===== src/rtl/piccolo_round_engine.sv =====
// Iterative Piccolo 64-bit block datapath: whitening, ROUNDS Feistel rounds with
// the byte round permutation, final whitening. Round keys are fetched by index.
module piccolo_round_engine #(
   parameter int ROUNDS      = 25,
   parameter int F_PER_CYCLE = 2
) (
   input  logic        clk,
   input  logic        rst_n,
   input  logic        in_valid,
   output logic        in_ready,
   input  logic [63:0] in_data,
   input  logic [63:0] in_wk,
   output logic [4:0]  rk_idx,
   input  logic [31:0] rk_data,
   output logic        out_valid,
   input  logic        out_ready,
   output logic [63:0] out_data
);

   // Handshake: a block transfers on a rising edge where in_valid && in_ready;
   // a result transfers on a rising edge where out_valid && out_ready. in_ready
   // is high only in IDLE, and out_valid/out_data hold steady until taken.

   localparam logic [4:0] LAST_ROUND = 5'(ROUNDS - 1);

   typedef enum logic [1:0] {
      S_IDLE = 2'd0,
      S_RUN  = 2'd1,
      S_DONE = 2'd2
   } state_t;

   state_t      state_q;
   logic [63:0] x_q;
   logic [31:0] wk23_q;
   logic [4:0]  round_q;
   logic        phase_q;

   function automatic logic [3:0] sbox(input logic [3:0] n);
      logic [3:0] s;
      case (n)
         4'h0: s = 4'he;  4'h1: s = 4'h4;  4'h2: s = 4'hb;  4'h3: s = 4'h2;
         4'h4: s = 4'h3;  4'h5: s = 4'h8;  4'h6: s = 4'h0;  4'h7: s = 4'h9;
         4'h8: s = 4'h1;  4'h9: s = 4'ha;  4'ha: s = 4'h7;  4'hb: s = 4'hf;
         4'hc: s = 4'h6;  4'hd: s = 4'hc;  4'he: s = 4'h5;  default: s = 4'hd;
      endcase
      return s;
   endfunction

   // Multiply by x in GF(2^4) modulo x^4+x+1.
   function automatic logic [3:0] mul2(input logic [3:0] a);
      return {a[2:0], 1'b0} ^ {2'b00, a[3], a[3]};
   endfunction

   function automatic logic [15:0] f_func(input logic [15:0] x);
      logic [3:0] a0, a1, a2, a3, y0, y1, y2, y3;
      a0 = sbox(x[15:12]);
      a1 = sbox(x[11:8]);
      a2 = sbox(x[7:4]);
      a3 = sbox(x[3:0]);
      y0 = mul2(a0) ^ mul2(a1) ^ a1 ^ a2 ^ a3;
      y1 = a0 ^ mul2(a1) ^ mul2(a2) ^ a2 ^ a3;
      y2 = a0 ^ a1 ^ mul2(a2) ^ mul2(a3) ^ a3;
      y3 = mul2(a0) ^ a0 ^ a1 ^ a2 ^ mul2(a3);
      return {sbox(y0), sbox(y1), sbox(y2), sbox(y3)};
   endfunction

   logic [15:0] f_a;
   logic [15:0] f_b;

   generate
      if (F_PER_CYCLE == 2) begin : g_f_dual
         assign f_a = f_func(x_q[63:48]);
         assign f_b = f_func(x_q[31:16]);
      end else begin : g_f_shared
         // One F serves X0 in phase 0 and X2 in phase 1.
         logic [15:0] f_shared;
         assign f_shared = f_func(phase_q ? x_q[31:16] : x_q[63:48]);
         assign f_a      = f_shared;
         assign f_b      = f_shared;
      end
   endgenerate

   logic        upd_x1;
   logic        upd_x3;
   logic [63:0] mixed;
   logic [63:0] permuted;

   always_comb begin
      upd_x1   = (F_PER_CYCLE == 2) || !phase_q;
      upd_x3   = (F_PER_CYCLE == 2) || phase_q;
      mixed    = x_q;
      if (upd_x1) mixed[47:32] = x_q[47:32] ^ f_a ^ rk_data[31:16];
      if (upd_x3) mixed[15:0]  = x_q[15:0]  ^ f_b ^ rk_data[15:0];
      // Bytes b0..b7 (b0 = MSB) become b2,b7,b4,b1,b6,b3,b0,b5.
      permuted = {mixed[47:40], mixed[7:0],   mixed[31:24], mixed[55:48],
                  mixed[15:8],  mixed[39:32], mixed[63:56], mixed[23:16]};
   end

   assign rk_idx = round_q;

   always_ff @(posedge clk or negedge rst_n) begin
      if (!rst_n) begin
         state_q   <= S_IDLE;
         in_ready  <= 1'b1;
         out_valid <= 1'b0;
         out_data  <= '0;
         x_q       <= '0;
         wk23_q    <= '0;
         round_q   <= '0;
         phase_q   <= 1'b0;
      end else begin
         case (state_q)
            S_IDLE: begin
               if (in_valid) begin
                  x_q      <= in_data ^ {in_wk[63:48], 16'h0000, in_wk[47:32], 16'h0000};
                  wk23_q   <= in_wk[31:0];
                  round_q  <= '0;
                  phase_q  <= 1'b0;
                  in_ready <= 1'b0;
                  state_q  <= S_RUN;
               end
            end
            S_RUN: begin
               if (upd_x3) begin
                  phase_q <= 1'b0;
                  if (round_q == LAST_ROUND) begin
                     out_data  <= mixed ^ {wk23_q[31:16], 16'h0000, wk23_q[15:0], 16'h0000};
                     out_valid <= 1'b1;
                     round_q   <= '0;
                     state_q   <= S_DONE;
                  end else begin
                     x_q     <= permuted;
                     round_q <= round_q + 5'd1;
                  end
               end else begin
                  x_q     <= mixed;
                  phase_q <= 1'b1;
               end
            end
            S_DONE: begin
               if (out_ready) begin
                  out_valid <= 1'b0;
                  in_ready  <= 1'b1;
                  state_q   <= S_IDLE;
               end
            end
            default: begin
               state_q  <= S_IDLE;
               in_ready <= 1'b1;
            end
         endcase
      end
   end

endmodule


===== config.mk =====
export PLATFORM = sky130hd
export DESIGN_NAME = piccolo_round_engine
export DESIGN_NICKNAME = d
export VERILOG_FILES = /design/src/rtl/piccolo_round_engine.sv
export SDC_FILE = /design/constraint.sdc
export NUM_CORES = 1
export LEC_CHECK = 0
export CAP_MARGIN = 20
export CORE_ASPECT_RATIO = 1.25
export CORE_MARGIN = 2
export CORE_UTILIZATION = 40
export DETAILED_ROUTE_END_ITERATION = 16
export PLACE_DENSITY_LB_ADDON = 0.25
export SETUP_SLACK_MARGIN = 0.4
export SLEW_MARGIN = 10
export SYNTH_ARGS = -nofsm -noshare
export SYNTH_HDL_FRONTEND = slang
export SYNTH_SLANG_ARGS = --single-unit

===== constraint.sdc =====
create_clock -name clk -period 10 [get_ports clk]
set_input_delay 2 -clock clk [delete_from_list [all_inputs] [get_ports clk]]
set_output_delay 2 -clock clk [all_outputs]
set_load 0.05 [all_outputs]

* Yosys cells after proc, flatten, opt, wreduce, memory -nomap -nowiden
Memories as Yosys holds them, arrays and structs flattened.
Cells that the tools add are included.
** Storage, ports and cells
- Register bits :: 169
- Bits in read-only memories :: 1024
- Bits of input ports :: 164
- Output and inout bits :: 71
- Word-level logic and storage cells :: 104
- Memories kept :: 16
** Memory list
- (no name shown) :: depth 16, bits a word 4, rd ports 1, clocked after Yosys merged registers in 0, write ports 0, line 40 : case (n)
- (no name shown) :: depth 16, bits a word 4, rd ports 1, clocked after Yosys merged registers in 0, write ports 0, line 40
- (no name shown) :: depth 16, bits a word 4, rd ports 1, clocked after Yosys merged registers in 0, write ports 0, line 40
- (no name shown) :: depth 16, bits a word 4, rd ports 1, clocked after Yosys merged registers in 0, write ports 0, line 40
- (no name shown) :: depth 16, bits a word 4, rd ports 1, clocked after Yosys merged registers in 0, write ports 0, line 40
- (no name shown) :: depth 16, bits a word 4, rd ports 1, clocked after Yosys merged registers in 0, write ports 0, line 40
- +10 memories
** Cells by class
- Add/subtract/negate cells :: 1
- Equality and inequality tests :: 7
- Muxes and demuxes :: 16
- Bitwise operators :: 47
- Reductions and logical operators :: 10
** Operator list (number)
- two-way mux 64 bit :: 2
- case mux 64 bit (2 select lines) :: 1
- bitwise XOR 4 bit :: 32
- bitwise XOR 64 bit :: 2
- bitwise XOR 16 bit :: 4
- bitwise XOR 4 x 2 -> 4 bit :: 8
- AND reduction 3 bit :: 4
- two-way mux 5 bit :: 2
- case mux 5 bit (2 select lines) :: 1
- inequality test 2 bit (second input constant) :: 4
- two-way mux 2 bit :: 3
- case mux 2 bit (3 select lines) :: 1
- AND reduction 2 bit :: 3
- adder 5 x 1 -> 5 bit (second input constant) :: 1
- equality test 5 bit (second input constant) :: 1
- two-way mux 1 bit :: 4
- nonzero test 2 bit :: 2
- case mux 1 bit (3 select lines) :: 1
- equality test 2 x 1 -> 1 bit (second input constant) :: 1
- equality test 2 bit (second input constant) :: 1
- zero test 2 bit :: 1
- case mux 1 bit (2 select lines) :: 1
- NOT 1 bit :: 1

* Logic depth before layout (Yosys ltp)
An unclocked memory read counts as a cell.
- Word-level depth :: 11
- Gate-level depth with buffers :: 14
- Mapped depth without buffers :: 14

* Worst setup path after synthesis
OpenSTA, ideal clock, no wires.
- Kind :: register to register
- Start point :: register x_q[60]
- End point :: register x_q[60]
- Setup time :: 126 ps
- Arrival :: 3441 ps
- Data required time :: 9874 ps
- Slack :: 6433 ps
- Stages on the path, launching flop included :: 13
- Buffers on the path :: 1
- Clock period less this slack :: 3567 ps
- Cell sequence :: dfrtp_1 > clkbuf_1 > inv_1 > ha_1 > inv_1 > mux4_2 > xor2_1 > xnor3_1 > inv_1 > ha_1 > mux4_2 > xnor2_1 > a221o_1
** Between the ends
- Word-level cells in the longest chain between the ends :: 11
** Ends and longest elaborated chain
- start: declaration :: line 33 : logic [63:0] x_q;
- start signal: assignment :: line 115 : x_q <= in_data ^ {in_wk[63:48], 16'h0000, in_wk[47:32], 16'h0000};
- start signal: assignment :: line 132 : x_q <= permuted;
- start signal: assignment :: line 136 : x_q <= mixed;
- memory (16 x 4 bit)
- bitwise XOR 4 x 2 -> 4 bit :: line 51 : return {a[2:0], 1'b0} ^ {2'b00, a[3], a[3]};
- bitwise XOR 4 bit (4 in a row) :: line 60 : y0 = mul2(a0) ^ mul2(a1) ^ a1 ^ a2 ^ a3;
- memory (16 x 4 bit)
- bitwise XOR 16 bit (2 in a row) :: line 92 : if (upd_x1) mixed[47:32] = x_q[47:32] ^ f_a ^ rk_data[31:16];
- two-way mux 64 bit :: line 126 : if (round_q == LAST_ROUND) begin
- case mux 64 bit (2 select lines) :: line 112 : case (state_q)
No other way between the ends. The select of a mux whose other input is x is not followed.
A chain may end at the register's enable or synchronous reset.

* Worst setup path in the final report
- Start point :: input in_valid
- End point :: register x_q[28]
** Between the ends
- Word-level cells in the longest chain between the ends :: 2
** Ends and longest elaborated chain
- start: declaration :: line 9 : input logic in_valid,
- inequality test 2 bit (no line)
- AND reduction 3 bit (no line)
No other way between the ends.

==> metrics.md <==
| Metric | Value |
|---|---|
| Outcome | complete, no violations |
| Period utilization | 0.407 |
| Post-CTS Hold Fix Bufs | 0 |
| Clk sink count | roughly 170 |
| DIE AREA | between 30000 and 40000 um2 |
| Vias in the first global route | approximately 8800 |
| Congestion Overflow GR | 0 |
| TritonCTS clock tree | yes |
| Largest net degree at the start of global routing | roughly 120 |
| Mapped cell area | 11600 um2 |
| Cell count after synthesis | between 1000 and 1500 |
| Worst-skew pair later-pin latency | roughly 0.45 ns |
| Antenna diodes | 0 |
| Clock Skew | 0.0132 ns |
| Yosys reg bits | ~170 |
| Reg clk slew, reported paths | approximately 0.060 ns |
| Fill cell count | about 2600 |
| Post-Syn Area per Cell | roughly 10 um2 |
| Crit path kind | primary input to flop |
| Final WS setup | around 5.9 ns |
| Ratio of cells with drive above 1 in the final layout | 0.107 |
| Fmax achieved | 246 MHz |
| Initial antenna violation count | 0 |
| Finish-stage setup viols | 0 |
| Area grow syn2layout | 27.3% |
| Worst-path cell chain | clkdlybuf4s50_1 -> nand2b_1 -> nor2_4 -> buf_4 -> nor2_4 -> inv_2 -> buf_4 -> o221ai_1 -> o22ai_1 |
| Post-synthesis sequential area ratio | 0.364 |
| PostCTS Resize Cnt | 0 |
| Detail Route Antenna Nets | 0 |
| Initial DRT Pass Iterations | 5 |
| Primary FF master, synth | dfrtp_1 |
| Slew HR | 0.328 |
| Port bufs | between 200 and 250 |
| Slowest cell on crit path | buf_4 |
| Clock Tree Root | clkbuf_16 |
| Storage cell area | 4230 um2 |
| Critical Path End Type | flop |
| Detailed Place HPWL | ~25000 um |
| Total Routing Usage GR | 0.223 |
| RSZ-0062 raised after global routing | false |
| Hold slack | 0.476 ns |
| Cts bufs inserted | 17 |
| Global-route wire length before repair | approximately 51000 um |
| Async SR Flop Fraction | 1.00 |
| Worst hold path class | flop to flop |
| Post-CTS setup repair buffer count | 0 |
| Setup tns final | 0 ns |
| Placer Congestion | 0.888 |
| Area of the multi-input gates | 6980 um2 |
| Die Span Y | 195 um |
| Die W | about 160 um |
| Worst Path Buf+Inv | 4 |
| 1st-iter DRT viols | 416 |
| Worst-Margin Slew | about 1 ns |
| Post-synth EDFFs | 0 |
| Clock buffer depth | 2 |
| CP top delay family | buffers and inverters |
| DP Worst Slack | between 5 and 6 ns |
| Core Area | 28500 um2 |
| Initial Util | 0.408 |
| Max-cap violations | 0 |
| Final wirelength | about 33000 um |
| Num ports | between 200 and 250 |
| Via density | roughly 5.2 |
| Max incr delay on CP | just over 0.5 ns |
| Hold Vio Cnt, Final | 0 |
| Fin util | 0.520 |
| WL/cell | between 15 and 20 um |
| CP Max Fanout | 46 |
| Via count | around 8900 |
| Min Tclk post-route | between 4 and 5 ns |
| Slew Viols, Final | 0 |
| Distinct cell type count after synthesis | 71 |
| Worst endpoint data arrival time | between 4 and 5 ns |
| Final net count | around 1600 |
| Htree depth | 4 |
| CP Launch Type | primary input |
| Yosys warns | 0 |
| Syn Nets | between 1000 and 1500 |
| Core Rows | approximately 70 |
| WP data required | 10.36 ns |
| # DRC | 0 |
==> metal layers <==
layer	part of all wire	GRT usage	up-vias
met5	0	0	-
met4	0.030	0.0812	0
met3	0.038	0.0317	49
met2	0.52	0.402	232
met1	0.41	0.269	4351
li1	-	-	4312
==> sequential cells by signal (all words and copies together) (netlist names) <==
| signal | cells |
|---|---|
| rk_idx | 5 |
| out_valid | 1 |
| x_q | 64 |
| in_ready | 1 |
| wk23_q | 32 |
| state_q | 2 |
| out_data | 64 |
==> area by class of cell <==
class	instances	area share
clock buffers	21	0.0311
clock inverters	11	0.00828
inverters	39	0.00989
multi-input cells	887	0.472
flip-flops and latches	169	0.286
well taps	355	0.0300
repair buffers	242	0.163
==> logic make-up (layout without fill, tap and decap cells) <==
group	after synthesis	count (layout)	share of synthesized area
multiplexers	51	51	0.0574
buffers and inverters	104	313	0.0384
AO/OA/AOI/OAI	217	217	0.128
XOR/XNOR	272	272	0.262
AND/OR/NAND/NOR	308	308	0.109
flip-flops	169	169	0.364
adder cells (fa/ha/maj)	39	39	0.0419
==> cell usage after synthesis, types with 4 or more instances <==
library cell / count / area [um2]
nor2_1: 101 / 379
dfrtp_1: 168 / 4200
a211oi_2: 4 / 50.1
a211oi_1: 20 / 150
mux2_2: 35 / 394
clkbuf_1: 42 / 158
buf_2: 11 / 55.1
a221o_1: 4 / 40.0
mux4_2: 9 / 203
buf_4: 9 / 67.6
nand3_1: 4 / 20.0
xor2_1: 61 / 534
o21ai_0: 68 / 340
ha_1: 38 / 475
a221oi_1: 7 / 61.3
xnor2_1: 149 / 1310
xnor3_1: 25 / 563
xnor2_2: 29 / 472
a221oi_2: 5 / 75.1
mux2i_1: 7 / 70.1
nor3_1: 21 / 105
o21ai_1: 15 / 75.1
nand2_1: 156 / 586
inv_1: 33 / 124
a31oi_1: 34 / 213
nand2b_1: 5 / 31.3
a21o_1: 17 / 128
a21oi_1: 15 / 75.1
inv_2: 5 / 18.8
xor3_1: 4 / 95.1
==> tightest hold or removal path, delay by kind of cell, from the launching register on <==
| family | cells | cell delay, ns |
|---|---|---|
| and+or+nand+nor | 1 | 0.05 |
| AOI/OAI and AO/OA | 1 | 0.06 |
| DFF | 1 | 0.34 |
==> worst paths after layout <==
check                        startpoint  slack [ns]  cells past startpoint           end
hold / removal             out_data[24]        0.48                      2  out_data[24]
hold reg to reg            out_data[24]        0.48                      2  out_data[24]
min in group asynchronous         rst_n        1.68                      1  out_data[16]
setup reg to reg                x_q[57]        6.06                     11       x_q[60]
setup / recovery               in_valid        5.93                      9       x_q[28]
max in group asynchronous         rst_n        6.85                      2  out_data[37]
==> stage by stage <==
stage,instances,cell area (um2)
floorplan,1160,11600
global placement,1691,14200
detailed placement,1691,14200
CTS,1723,14800
global route,1724,14800
finish,1724,14800
==> cell usage in the layout (no fill, tap or decap), types with 17 or more instances in the layout <==
cell and count:
a211oi_1 20, a21o_1 17, a31oi_1 34, clkbuf_16 17, clkdlybuf4s50_1 233, dfrtp_1 168, ha_1 38, inv_1 33
mux2_2 35, nand2_1 155, nor2_1 99, nor3_1 21, o21ai_0 68, xnor2_1 149, xnor2_2 29, xnor3_1 25
xor2_1 61
Power is left out: the tool's default activity adds up to more than one toggle a clock period on the data nets, which glitch-free logic cannot reach.
